`src/rtl/imm_ext_pipe_pkg.sv`:
```
// Shared types for the immediate generator: format enum, RV32/64 opcodes and opcode decode.
package imm_pkg;

    localparam int unsigned INSTR_W = 32;
    localparam int unsigned OPC_W   = 7;

    typedef enum logic [2:0] {
        IMM_I    = 3'd0,
        IMM_S    = 3'd1,
        IMM_B    = 3'd2,
        IMM_J    = 3'd3,
        IMM_U    = 3'd4,
        IMM_RSVD = 3'd7
    } imm_src_e;

    localparam logic [OPC_W-1:0] OP_LOAD   = 7'b0000011;
    localparam logic [OPC_W-1:0] OP_IMM    = 7'b0010011;
    localparam logic [OPC_W-1:0] OP_JALR   = 7'b1100111;
    localparam logic [OPC_W-1:0] OP_SYSTEM = 7'b1110011;
    localparam logic [OPC_W-1:0] OP_R      = 7'b0110011;
    localparam logic [OPC_W-1:0] OP_STORE  = 7'b0100011;
    localparam logic [OPC_W-1:0] OP_BRANCH = 7'b1100011;
    localparam logic [OPC_W-1:0] OP_JAL    = 7'b1101111;
    localparam logic [OPC_W-1:0] OP_LUI    = 7'b0110111;
    localparam logic [OPC_W-1:0] OP_AUIPC  = 7'b0010111;

    // R-type carries no immediate; it maps to I so the datapath sees a defined, legal value.
    function automatic imm_src_e opcode_to_imm_src(input logic [OPC_W-1:0] op);
        imm_src_e src;
        case (op)
            OP_LOAD, OP_IMM, OP_JALR, OP_SYSTEM, OP_R: src = IMM_I;
            OP_STORE:                                  src = IMM_S;
            OP_BRANCH:                                 src = IMM_B;
            OP_JAL:                                    src = IMM_J;
            OP_LUI, OP_AUIPC:                          src = IMM_U;
            default:                                   src = IMM_RSVD;
        endcase
        return src;
    endfunction

endpackage

```
`src/rtl/imm_format.sv`:
```
// Combinational immediate formatter: builds the 32-bit I/S/B/J/U immediate and sign-extends it to XLEN.
// IMM_ILLEGAL_CHECK_EN adds the illegal_o port; otherwise unknown formats fall back to I.
module imm_format
    import imm_pkg::*;
#(
    parameter int unsigned XLEN = 32
) (
    input  logic [INSTR_W-1:7] instr_i,
    input  imm_src_e           src_i,
    output logic [XLEN-1:0]    imm_o
`ifdef IMM_ILLEGAL_CHECK_EN
    ,
    output logic               illegal_o
`endif
);

    logic [INSTR_W-1:0] imm32;
    logic [INSTR_W-1:0] imm_i_fmt;

    assign imm_i_fmt = {{20{instr_i[31]}}, instr_i[31:20]};

    always_comb begin
        imm32 = imm_i_fmt;
`ifdef IMM_ILLEGAL_CHECK_EN
        illegal_o = 1'b0;
`endif
        case (src_i)
            IMM_I: imm32 = imm_i_fmt;
            IMM_S: imm32 = {{20{instr_i[31]}}, instr_i[31:25], instr_i[11:7]};
            IMM_B: imm32 = {{19{instr_i[31]}}, instr_i[31], instr_i[7], instr_i[30:25],
                            instr_i[11:8], 1'b0};
            IMM_J: imm32 = {{11{instr_i[31]}}, instr_i[31], instr_i[19:12], instr_i[20],
                            instr_i[30:21], 1'b0};
            IMM_U: imm32 = {instr_i[31:12], 12'b0};
            default: begin
`ifdef IMM_ILLEGAL_CHECK_EN
                imm32     = '0;
                illegal_o = 1'b1;
`else
                imm32     = imm_i_fmt;
`endif
            end
        endcase
    end

    assign imm_o = XLEN'($signed(imm32));

endmodule

```
`src/rtl/imm_ext_pipe.sv`:
```
// Registered immediate generator with a 1- or 2-stage valid/ready pipeline feeding the ALU-source mux.
// IMM_ILLEGAL_CHECK_EN enables the imm_illegal flag; without it imm_illegal is tied low.
module imm_ext_pipe
    import imm_pkg::*;
#(
    parameter int unsigned XLEN        = 32,
    parameter int unsigned STAGES      = 1,
    parameter bit          AUTO_DECODE = 1'b0
) (
    input  logic               clk,
    input  logic               reset,
    input  logic               in_valid,
    output logic               in_ready,
    input  logic [INSTR_W-1:0] instr,
    input  logic [2:0]         imm_src,
    output logic               out_valid,
    input  logic               out_ready,
    output logic [XLEN-1:0]    imm_ext,
    output logic               imm_illegal
);

    if (!(XLEN == 32 || XLEN == 64)) begin : g_bad_xlen
        $error("imm_ext_pipe: XLEN must be 32 or 64");
    end
    if (!(STAGES == 1 || STAGES == 2)) begin : g_bad_stages
        $error("imm_ext_pipe: STAGES must be 1 or 2");
    end

    imm_src_e        src_sel_c;
    logic [XLEN-1:0] fmt_imm_c;
    logic            stage_ready_c [STAGES];
    logic            valid_q       [STAGES];
    logic [XLEN-1:0] data_q        [STAGES];

    always_comb begin
        src_sel_c = AUTO_DECODE ? opcode_to_imm_src(instr[OPC_W-1:0]) : imm_src_e'(imm_src);
    end

    // Ready ripples back from the consumer: a stage loads if it, or anything below it, has room.
    always_comb begin
        logic rdy;
        rdy = out_ready;
        for (int s = int'(STAGES) - 1; s >= 0; s--) begin
            rdy              = rdy || !valid_q[s];
            stage_ready_c[s] = rdy;
        end
    end

    assign in_ready = stage_ready_c[0];

`ifdef IMM_ILLEGAL_CHECK_EN
    logic fmt_ill_c;
    logic ill_q [STAGES];

    imm_format #(.XLEN(XLEN)) u_fmt (
        .instr_i   (instr[INSTR_W-1:7]),
        .src_i     (src_sel_c),
        .imm_o     (fmt_imm_c),
        .illegal_o (fmt_ill_c)
    );
`else
    imm_format #(.XLEN(XLEN)) u_fmt (
        .instr_i (instr[INSTR_W-1:7]),
        .src_i   (src_sel_c),
        .imm_o   (fmt_imm_c)
    );
`endif

    for (genvar s = 0; s < int'(STAGES); s++) begin : g_stage
        logic            up_valid;
        logic [XLEN-1:0] up_data;
        logic            valid_d;
        logic [XLEN-1:0] data_d;

        if (s == 0) begin : g_head
            assign up_valid = in_valid;
            assign up_data  = fmt_imm_c;
        end else begin : g_body
            assign up_valid = valid_q[s-1];
            assign up_data  = data_q[s-1];
        end

        always_comb begin
            valid_d = valid_q[s];
            data_d  = data_q[s];
            if (stage_ready_c[s]) begin
                valid_d = up_valid;
                if (up_valid) begin
                    data_d = up_data;
                end
            end
        end

        always_ff @(posedge clk or posedge reset) begin
            if (reset) begin
                valid_q[s] <= 1'b0;
                data_q[s]  <= '0;
            end else begin
                valid_q[s] <= valid_d;
                data_q[s]  <= data_d;
            end
        end

`ifdef IMM_ILLEGAL_CHECK_EN
        logic up_ill;
        logic ill_d;

        if (s == 0) begin : g_ill_head
            assign up_ill = fmt_ill_c;
        end else begin : g_ill_body
            assign up_ill = ill_q[s-1];
        end

        // The flag rides alongside its data word.
        always_comb begin
            ill_d = ill_q[s];
            if (stage_ready_c[s] && up_valid) begin
                ill_d = up_ill;
            end
        end

        always_ff @(posedge clk or posedge reset) begin
            if (reset) begin
                ill_q[s] <= 1'b0;
            end else begin
                ill_q[s] <= ill_d;
            end
        end
`endif
    end

    assign out_valid = valid_q[STAGES-1];
    assign imm_ext   = data_q[STAGES-1];

`ifdef IMM_ILLEGAL_CHECK_EN
    assign imm_illegal = ill_q[STAGES-1];
`else
    assign imm_illegal = 1'b0;
`endif

endmodule
```
`config.mk`:
```
export PLATFORM = sky130hd
export DESIGN_NAME = imm_ext_pipe
export DESIGN_NICKNAME = d
export VERILOG_FILES = /design/src/rtl/imm_ext_pipe_pkg.sv /design/src/rtl/imm_format.sv /design/src/rtl/imm_ext_pipe.sv
export SDC_FILE = /design/constraint.sdc
export NUM_CORES = 1
export LEC_CHECK = 0
export BUFFER_PORTS_ARGS = -buffer_cell sky130_fd_sc_hd__buf_4
export CAP_MARGIN = 25
export CORE_ASPECT_RATIO = 2
export CORE_UTILIZATION = 46
export CTS_CLUSTER_DIAMETER = 80
export DETAILED_ROUTE_END_ITERATION = 10
export GPL_TIMING_DRIVEN = 0
export PLACE_DENSITY = 0.84
export SYNTH_ARGS = -nofsm -noshare
export SYNTH_HDL_FRONTEND = slang
export SYNTH_SLANG_ARGS = --single-unit
```
`constraint.sdc`:
```
create_clock -name clk -period 1.58 [get_ports clk]
set_input_delay 0.237 -clock clk [delete_from_list [all_inputs] [get_ports clk]]
set_output_delay 0.237 -clock clk [all_outputs]
set_load 0.02 [all_outputs]
```
Word level (Yosys, flattened, before mapping)
Index checks and enable logic that the tools add are counted.
{ "totals": {"reg_bits": 33, "in_bits": 39, "output_inout_bits": 35} }
{ "op_classes": {"eq_ne": 4, "mux": 1, "n_reduce_logical": 3} }
{ "ops": {"columns": ["op", "n"], "rows": [
  ["case mux 31 bit (4 select lines)", 1],
  ["equality test 3 x 2 -> 1 bit (second input constant)", 2],
  ["equality test 3 x 1 -> 1 bit (second input constant)", 1],
  ["equality test 3 bit (second input constant)", 1],
  ["AND reduction 2 bit", 1],
  ["zero test 1 bit", 1],
  ["logical OR 1 bit", 1]
]} }

Longest topological paths before layout
{ "depth": {"word_depth": 3, "depth_mapped": 6} }

Modules after synthesis
From an unflattened synthesis, not the netlist that was laid out.
{ "hier_totals": {"hier_cells": 165, "hier_area_um2": 1990.7} }
{ "modules_own_cells": {"columns": ["module", "n_inst", "cells_per_inst", "area_per_inst_um2", "seq_area_each_um2"], "rows": [
  ["imm_ext_pipe", 1, 74, 1406.3, 825.8],
  ["imm_format", 1, 91, 584.3, 0.0]
]} }

Worst setup path after synthesis
No wires, ideal clock.
{ "synth_timing": {"path_kind": "reg-to-reg", "start": "reg valid_q (netlist: out_valid)", "end": "reg data_q (netlist bit imm_ext[31])", "t_arrival_ns": 1.312, "required_ns": 1.455, "slack_ns": 0.144, "stages_incl_launch_ff": 5, "synth_period_minus_slack_ns": 1.436, "path_cell_list": "dfrtp_1 nor2b_1 inv_2 nand2_2 mux2_2"} }
{ "synth_via": {"elab_chain_len": 3} }
{ "synth_rtl": {"columns": ["element", "line_no", "source"], "rows": [
  ["start, declared", "imm_ext_pipe.sv:32", "logic valid_q [STAGES];"],
  ["start signal, assigned by index", "imm_ext_pipe.sv:99", "valid_q[s] <= valid_d;"],
  ["zero test 1 bit", "imm_ext_pipe.sv:44", "rdy = rdy || !valid_q[s];"],
  ["logical OR 1 bit", "imm_ext_pipe.sv:44", null],
  ["AND reduction 2 bit (no source line)", null, null],
  ["end signal, assigned by index", "imm_ext_pipe.sv:100", "data_q[s] <= data_d;"],
  ["end, declared", "imm_ext_pipe.sv:33", "logic [XLEN-1:0] data_q [STAGES];"]
]} }
No other way between the ends.
A chain may end at the register's enable or synchronous reset.

Worst setup path in the final report
{ "layout_timing": {"start": "reg valid_q (netlist: out_valid)", "end": "out in_ready"} }
{ "layout_via": {"elab_chain_len": 2} }
{ "layout_rtl": {"columns": ["element", "line_no", "source"], "rows": [
  ["zero test 1 bit", "imm_ext_pipe.sv:44", null],
  ["logical OR 1 bit", "imm_ext_pipe.sv:44", null],
  ["end, declared", "imm_ext_pipe.sv:13", "output logic in_ready,"]
]} }
No other way between the ends.

==> run summary <==
Max Clock Skew: 0.00215 ns
EDFF count, synth: 0
Hold Vio Cnt, Final: 0
Synth top area share: 0.518
Status: finished, violations left
Static Leak: 1.01 nW
Final setup TNS: 0 ns
Initial Util: 0.494
GRT overflow: 0
DR vias/cell: 5.81
DRC: 3
Max-Cap Viols: 0
Clock root cell: clkbuf_8
Reg clk slew, reported paths: 0.06 ns
H-tree Lvls: 2
CP cell instances: nor2b_4 > inv_2 > buf_4 > buf_4
Clock Path Buffers: 2
# rows: 29
Layout cells sized above 1: 0.400
Post-Syn Area per Cell: 10.2 µm²
Ranking of synthesized cells by area: dfrtp_1, a31oi_1, a21oi_1, a22o_1, nand2_1
Placed cells: 252
TritonCTS clock tree: yes
Failing checks: design-rule violations
Power Density: 1080 nW/µm²
Synthesis Warnings: 0
Avg WL per Cell: 16.1 µm
Port-buffer cells: 63
Non-filler instance count after layout: 261
Biggest area consumer among synthesized cells: dfrtp_1
N_diodes: 0
Fin crit share: 0.948
CP max FO: 10
Die X: 43.6 µm
Setup-failing EPs final: 0
RSZ-0062 raised after global routing: no
Crit path from: out_valid
Slowest stage delay, CP: 0.35 ns
Area of the multi-input gates: 673 µm²
Synthesized area: 1590 µm²
GRT Overall Usage: 0.241
Worst-Margin Slew: 0.716 ns
Most used cell, CP: buf_4
Worst r2r src: out_valid
Clock sinks: 33
Die Span Y: 85.3 µm
Top_reg_cell synth: dfrtp_1
Critical path class: reg -> out
Slew Viols, Final: 0
Crit start category: flop
HP Class: in -> async
Area delta synth->final: 40.3%
Num CTS Buffers: 5
GR met1 Demand/Resource: 0.220
Worst Path Required: 1.34 ns
Slowest stage cell, crit path: dfrtp_1
Final WL: 4.20 mm
Met3 usage: 0.0596
Layout Nets: 269
Synth unique cells: 32
Syn Nets: 196
Met2 usage in global routing: 0.449
Max Clock Freq: 668 MHz
Iteration-0 DRC Markers: 28
Vias: 1516
Fillcell total: 268
Slew HR: 0.522
Register area share after synthesis: 0.518
Yosys reg bits: 33
Storage element area: 826 µm²
Dpl hpwl: 3.18 mm
Critical path endpoint category: output port
CP Data Arrival Time: 1.26 ns
Largest net degree at the start of global routing: 20
# IOs: 74
Skew-Pair Late Insertion Delay: 0.28 ns
VDD IR max: 709 µV
Detail Route Antenna Nets: 0
Final min period: 1.50 ns
Post-synth ARST share: 1.00
Routability congestion estimate: 0.858
Core ar.: 3230 µm²
Vias in the first global route: 1525
DIE AREA: 3720 µm²
Synth Instances: 157
Layer with the highest usage: met2
Initial DRT Pass Iterations: 7
First-pass GRT wire length: 6.62 mm
Initial antenna violation count: 0
## routing by layer
layer  vias up  routed length (µm)
met2        60                2350
met5         -                   0
li1        722                   -
met3        12                 231
met4         0                 136
met1       722                1480
## registers in the layout (all words and copies together) (netlist names)
register	cells
imm_ext	32
out_valid	1
## what timing repair did
action,4_1_cts,5_1_grt
setup endpoints to repair,1,9
gates resized for setup,2,1
buffers inserted,3,0
endpoints found under the hold margin,0,0
hold buffers,0,0
## area by class of cell
class / instances / share of cell area
Buffer: 14 / 0.0403
Clock buffer: 7 / 0.0386
Inverter: 3 / 0.00504
Multi-Input combinational cell: 106 / 0.301
Sequential cell: 33 / 0.369
Tap cell: 31 / 0.0173
Timing Repair Buffer: 67 / 0.228
## cells in the final DEF (no fill, tap or decap), types with 3 or more instances in the layout
master / Yosys / layout
dfrtp_1: 33 / 33
a31oi_1: 24 / 24
buf_2: 4 / 3
clkbuf_8: 0 / 6
a22o_1: 6 / 6
clkbuf_1: 5 / 5
nand3b_1: 4 / 4
o21ai_0: 9 / 9
buf_4: 4 / 71
a21oi_1: 25 / 25
o211ai_1: 5 / 5
nand2_1: 13 / 13
## cells by family (layout without fill, tap and decap cells)
group,after synthesis,in the layout,share of synthesized area
XOR/XNOR,2,2,0.0110
AO/OA/AOI/OAI,70,70,0.263
other,1,1,0.00235
flip-flops,33,33,0.518
multiplexers,3,3,0.0204
buffers and inverters,18,91,0.0644
AND/OR/NAND/NOR,30,30,0.121
## cells in the mapped netlist (2+ instances only)
master    instances
nand2_1          13
buf_4             4
a21oi_1          25
o211ai_1          5
inv_1             2
a22o_1            6
nand3b_1          4
nor2b_1           2
clkbuf_1          5
o21ai_0           9
buf_2             4
buf_6             2
dfrtp_1          33
mux2_2            2
a31oi_1          24
## final timing paths
| check | endpoint | slack [ns] | cells past startpoint |
|---|---|---|---|
| setup / recovery | in_ready | 0.08 | 4 |
| hold reg to reg | imm_ext[7] | 0.51 | 1 |
| setup reg to reg | imm_ext[11] | 0.24 | 4 |
| max in group asynchronous | imm_ext[23] | 0.96 | 3 |
| hold / removal | imm_ext[30] | 0.07 | 2 |
| min in group clk | imm_ext[8] | 0.18 | 2 |
## power by group
part           leakage, nW  internal (mW)  switching (mW)
logic                0.591          0.334           0.403
clock network       0.0443          0.345           0.280
registers            0.378          0.970          0.0749
## through the flow
stage	cell area [µm²]	worst slack (ns)	hold WS, ns	power [mW]	util
final	2240	0.0819	0.0749	2.41	0.692
after global routing	2240	0.0328	0.131	2.51	0.692
after CTS	2230	0.0568	0.0977	2.41	0.692
after detailed placement	2120	0.133	0.402	1.78	0.657
after global placement	2110	0.130	0.470	1.76	0.652
after floorplan	1590	0.144	0.366	1.44	-
## critical path, delay by kind of cell, from the launching register on
family / cells / cell delay, ns
DFF: 1 / 0.35
and+or+nand+nor: 1 / 0.20
buffers and inverters: 3 / 0.43
Power figures use the tool's default switching activity.
